### src/rtl/decoder_4to16.sv
// rtl/decoder_4to16.sv - registered 4-to-16 one-hot decoder with enable gating
//
// Purpose:
//   Decodes a 4-bit binary code into a 16-bit one-hot word. The decoded word
//   passes through PIPE_STAGES registers. The final stage applies the optional
//   active-low inversion. The design also registers a valid flag and a one-hot
//   integrity flag. The flag is computed from the final stage and lags out by
//   one cycle.
//
// Parameters:
//   PIPE_STAGES    - register stages from enable/in to out (1..3)
//   OUT_ACTIVE_LOW - 1: out is inverted (idle word 16'hFFFF)
//
// Optional build macro:
//   DECODER_SEEN_MASK_EN - adds the seen_clr input and the seen_mask output
//
// Ports:
//   clk        in   1  rising-edge clock
//   rst_n      in   1  synchronous active-low reset
//   enable     in   1  decode enable
//   in         in   4  binary select code
//   out        out 16  decoded word (registered, polarity per OUT_ACTIVE_LOW)
//   out_valid  out  1  enable delayed by PIPE_STAGES
//   onehot_err out  1  final true-polarity word has more than one bit set
//   seen_clr   in   1  (macro only) clears seen_mask; wins over accumulation
//   seen_mask  out 16  (macro only) sticky OR of valid true-polarity outputs

module decoder_4to16 #(
    parameter int PIPE_STAGES    = 1,
    parameter int OUT_ACTIVE_LOW = 0
) (
    input  logic        clk,
    input  logic        rst_n,
    input  logic        enable,
    input  logic [3:0]  in,
    output logic [15:0] out,
    output logic        out_valid,
    output logic        onehot_err
`ifdef DECODER_SEEN_MASK_EN
    ,
    input  logic        seen_clr,
    output logic [15:0] seen_mask
`endif
);

    generate
        if (PIPE_STAGES < 1 || PIPE_STAGES > 3) begin : g_bad_stages
            $error("decoder_4to16: PIPE_STAGES must be in 1..3");
        end
    endgenerate

    localparam logic [15:0] POL_MASK = (OUT_ACTIVE_LOW != 0) ? 16'hFFFF : 16'h0000;

    // Stages 0..PIPE_STAGES-2 hold true-polarity words. The last stage holds the
    // output polarity, so the inversion lives only in the final register.
    logic [15:0]            stage_q [PIPE_STAGES];
    logic [15:0]            stage_d [PIPE_STAGES];
    logic [PIPE_STAGES-1:0] vld_q;
    logic [15:0]            dec_d;
    logic [15:0]            true_w;
    logic                   err_q;
    logic                   err_d;

    always_comb begin
        dec_d = 16'h0000;
        if (enable) begin
            dec_d[in] = 1'b1;
        end
    end

    always_comb begin
        for (int i = 0; i < PIPE_STAGES; i++) begin
            stage_d[i] = 16'h0000;
        end
        stage_d[0] = dec_d;
        for (int i = 1; i < PIPE_STAGES; i++) begin
            stage_d[i] = stage_q[i-1];
        end
        stage_d[PIPE_STAGES-1] = stage_d[PIPE_STAGES-1] ^ POL_MASK;
    end

    // Recover the true-polarity final word for the integrity check and the seen mask.
    assign true_w = stage_q[PIPE_STAGES-1] ^ POL_MASK;

    // w & (w-1) clears the lowest set bit. The result is non-zero only when
    // two or more bits are set. An all-zero word is legal.
    assign err_d = |(true_w & (true_w - 16'd1));

    always_ff @(posedge clk) begin
        if (!rst_n) begin
            for (int i = 0; i < PIPE_STAGES; i++) begin
                stage_q[i] <= 16'h0000;
            end
            stage_q[PIPE_STAGES-1] <= POL_MASK;
            vld_q                  <= '0;
            err_q                  <= 1'b0;
        end else begin
            for (int i = 0; i < PIPE_STAGES; i++) begin
                stage_q[i] <= stage_d[i];
            end
            vld_q[0] <= enable;
            for (int i = 1; i < PIPE_STAGES; i++) begin
                vld_q[i] <= vld_q[i-1];
            end
            err_q <= err_d;
        end
    end

    assign out        = stage_q[PIPE_STAGES-1];
    assign out_valid  = vld_q[PIPE_STAGES-1];
    assign onehot_err = err_q;

`ifdef DECODER_SEEN_MASK_EN
    logic [15:0] seen_q;
    logic [15:0] seen_d;

    always_comb begin
        seen_d = seen_q;
        if (seen_clr) begin
            seen_d = 16'h0000;
        end else if (vld_q[PIPE_STAGES-1]) begin
            seen_d = seen_q | true_w;
        end
    end

    always_ff @(posedge clk) begin
        if (!rst_n) begin
            seen_q <= 16'h0000;
        end else begin
            seen_q <= seen_d;
        end
    end

    assign seen_mask = seen_q;
`else
    // No seen-mask tracking in this build.
`endif

endmodule

### config.mk
export PLATFORM = sky130hd
export DESIGN_NAME = decoder_4to16
export DESIGN_NICKNAME = d
export VERILOG_FILES = /design/src/rtl/decoder_4to16.sv
export SDC_FILE = /design/constraint.sdc
export NUM_CORES = 1
export LEC_CHECK = 0
export ABC_AREA = 1
export ABC_CLOCK_PERIOD_IN_PS = 1760
export CAP_MARGIN = 20
export CORE_UTILIZATION = 44
export DETAILED_ROUTE_END_ITERATION = 16
export GPL_ROUTABILITY_DRIVEN = 1
export PLACE_DENSITY = 0.77
export REMOVE_ABC_BUFFERS = 1
export SLEW_MARGIN = 25
export SYNTH_ARGS = -nofsm -noshare
export SYNTH_HDL_FRONTEND = slang
export SYNTH_SLANG_ARGS = --single-unit
### constraint.sdc
create_clock -name clk -period 1.76 [get_ports clk]
set_clock_uncertainty 0.15 [all_clocks]
set_input_delay 0.352 -clock clk [delete_from_list [all_inputs] [get_ports clk]]
set_output_delay 0.352 -clock clk [all_outputs]
set_load 0.02 [all_outputs]
==> flow_metrics.py <==
metrics = {
    "run_status": {
        "outcome": "finished clean",
    },
    "synth": {
        "netlist_area_um2": 782,
        "synth_area_leaders": "dfxtp_1, nor2_1, nand2_1, inv_1, nand3_1",
        "synth_top_area_share_pct": 46.1,
        "yosysUniqueCellTypes": 10,
        "yosysTopAreaCell": "dfxtp_1",
        "avgSynthCellArea_um2": 6.52,
        "ys_ff_latch": 18,
        "synth_seq_area_share_pct": 46.1,
        "synthCells": 120,
        "yosysWarnings": 0,
    },
    "die": {
        "die-area_um2": 1950,
        "die_w_um": 44.2,
        "coreArea_um2": 1580,
        "core.rowCount": 14,
        "die_y_um": 44.2,
        "initial_core_util_pct": 49.6,
        "ioPinCount": 25,
    },
    "worst_hold_path": {
        "hold_path.class": "input port to flip-flop",
        "hold_start": "rst_n",
    },
    "run": {
        "drv_cap": 0,
    },
    "worst_setup_path": {
        "r2r_slack_ns": 0.34,
        "cp_data_arrival_time_ns": 1.22,
        "worst_setup_path_end_kind": "primary output",
        "rr_startpoint": "stage_q[0][1]$_SDFF_PN0_",
        "critPathKind": "flip-flop to primary output",
        "crit_slowest_cell": "clkdlybuf4s50_1",
        "crit_buf_inv": 1,
        "max_stage_delay_ns": 0.60,
        "startpoint": "out_valid$_SDFF_PN0_",
        "crit_family": "buffers and inverters",
        "worstPathRequired_ns": 1.26,
        "path_max_fanout": 1,
        "crit_chain": "clkdlybuf4s50_1",
        "startpoint_type": "flip-flop",
    },
    "finish": {
        "area_delta_synth_final_pct": 36.3,
        "final_cells": 164,
        "mostFrequentLayoutCell": "nor2_1",
        "final_cell_mix": "nor2_1, nand2_1, dfxtp_1",
        "final_nets": 156,
        "n_antenna_cell": 0,
        "nFillCells": 156,
        "drive_gt1_share_pct": 7.43,
    },
    "placement": {
        "place_inst": 160,
        "gp_congestion": 0.894,
        "portBuffers": 24,
        "dp_hpwl_mm": 1.40,
    },
    "route": {
        "wl_per_cell_um": 10.2,
        "routed-wl-met3_um": 48,
        "drt_iter0_drc": 26,
        "dr.pass1.iters": 6,
        "final_antenna_net_count": 0,
        "avgViaCountPerCell": 4.81,
        "vias": 789,
        "drc_errors": 0,
        "drt-met1-wl_um": 785,
        "routed_wl_mm": 1.67,
        "route.met2.wl_um": 819,
        "highest_layer": "met4",
    },
    "sta": {
        "grt_setup_unrepaired": "no",
        "setup_tns_ns": 0,
        "hold_viol": 0,
        "slew_viol_final": 0,
        "timing.fmax_mhz": 582,
        "worst_pin_slew_ns": 0.231,
        "period_needed_ns": 1.72,
        "period_share_pct": 97.6,
        "finalSetupViolations": 0,
        "max_slew_margin_pct": 84.6,
    },
    "grt": {
        "grt_first_pass_wirelength_mm": 2.84,
        "gr-total-overflow": 0,
        "grt_usage_pct": 19.6,
        "grt_pass1_vias": 691,
        "grt_start_max_net_pins": 11,
        "antenna_found_initial": 0,
    },
    "clock_network": {
        "clock_latency_ns": 0.28,
        "clk_path_buf_depth": 2,
        "h-tree-depth": 1,
        "cts_tree": "built",
        "cts_buffers": 3,
        "clock_sinks": 18,
        "holdBufCountCts": 0,
        "cts-root-buf": "clkbuf_4",
        "cts-resized-gates": 14,
        "post-cts-setup-buffers": 0,
        "clk_pin_slew_ns": 0.10,
    },
    "pwr": {
        "ir_drop_mv": 0.489,
        "leakagePower_nw": 0.644,
        "p_per_area_nw_per_um2": 689,
    },
}
-- flip-flops by register name (all words and copies together) (netlist names) --
register    cells
stage_q        16
onehot_err      1
out_valid       1
-- cell type report --
cell class                 count  area (µm²)  area share (%)
multi-input combinational     89         373            35.0
sequential                    18         360            33.8
timing repair buffer          24         228            21.4
inverter                      13        48.8            4.58
clock buffer                   4        36.3            3.40
tap                           16        20.0            1.88
-- metrics by stage --
step	hold WS, ns	setup WS [ns]	utilization [%]	power, mW	area [µm²]
4_1_cts	0.480	0.00413	67.3	0.733	1060
5_1_grt	0.486	0.00841	67.6	0.767	1070
3_3_place_gp	0.507	0.249	66.1	0.501	1040
2_1_floorplan	0.300	0.393	-	0.468	782
3_5_place_dp	0.511	0.229	66.1	0.503	1040
6_report	0.475	0.0418	67.6	0.734	1070
-- worst min-delay path, delay by kind of cell --
kind	cells	cell delay (ns)
buffers and inverters	2	0.45
AND/OR/NAND/NOR	1	0.07
-- where the power goes --
part	switching, mW	internal, mW
clock	0.118	0.126
sequential	0.00419	0.412
combinational	0.0426	0.0318
total	0.164	0.570
-- cell families (layout without fill, tap and decap cells) --
| kind of cell | after synthesis | after routing | share of synthesized area, % |
|---|---|---|---|
| buffers and inverters | 13 | 41 | 6.24 |
| AO/OA/AOI/OAI | 5 | 5 | 3.52 |
| AND/OR/NAND/NOR | 84 | 84 | 44.2 |
| flip-flops | 18 | 18 | 46.1 |
-- path summary, 6_finish.rpt --
| path | depth (start not counted) | endpoint |
|---|---|---|
| max | 1 | out_valid |
| min reg2reg | 6 | onehot_err$_SDFF_PN0_ |
| max reg2reg | 10 | onehot_err$_SDFF_PN0_ |
| min | 3 | onehot_err$_SDFF_PN0_ |
-- cells in the mapped netlist --
cell      count
o21ai_0       4
dfxtp_1      18
nand2_1      34
inv_1        13
nor2_1       37
nand2_2       3
o211ai_1      1
nor2_4        1
nor2_2        3
nand3_1       6
-- layer usage --
metal / up-vias / global-route usage [%]
met5: - / 0
met4: 0 / 9.09
met3: 2 / 2.45
met2: 19 / 32.9
met1: 344 / 25.1
li1: 424 / -
No activity file was read; power rests on OpenSTA's default activity.
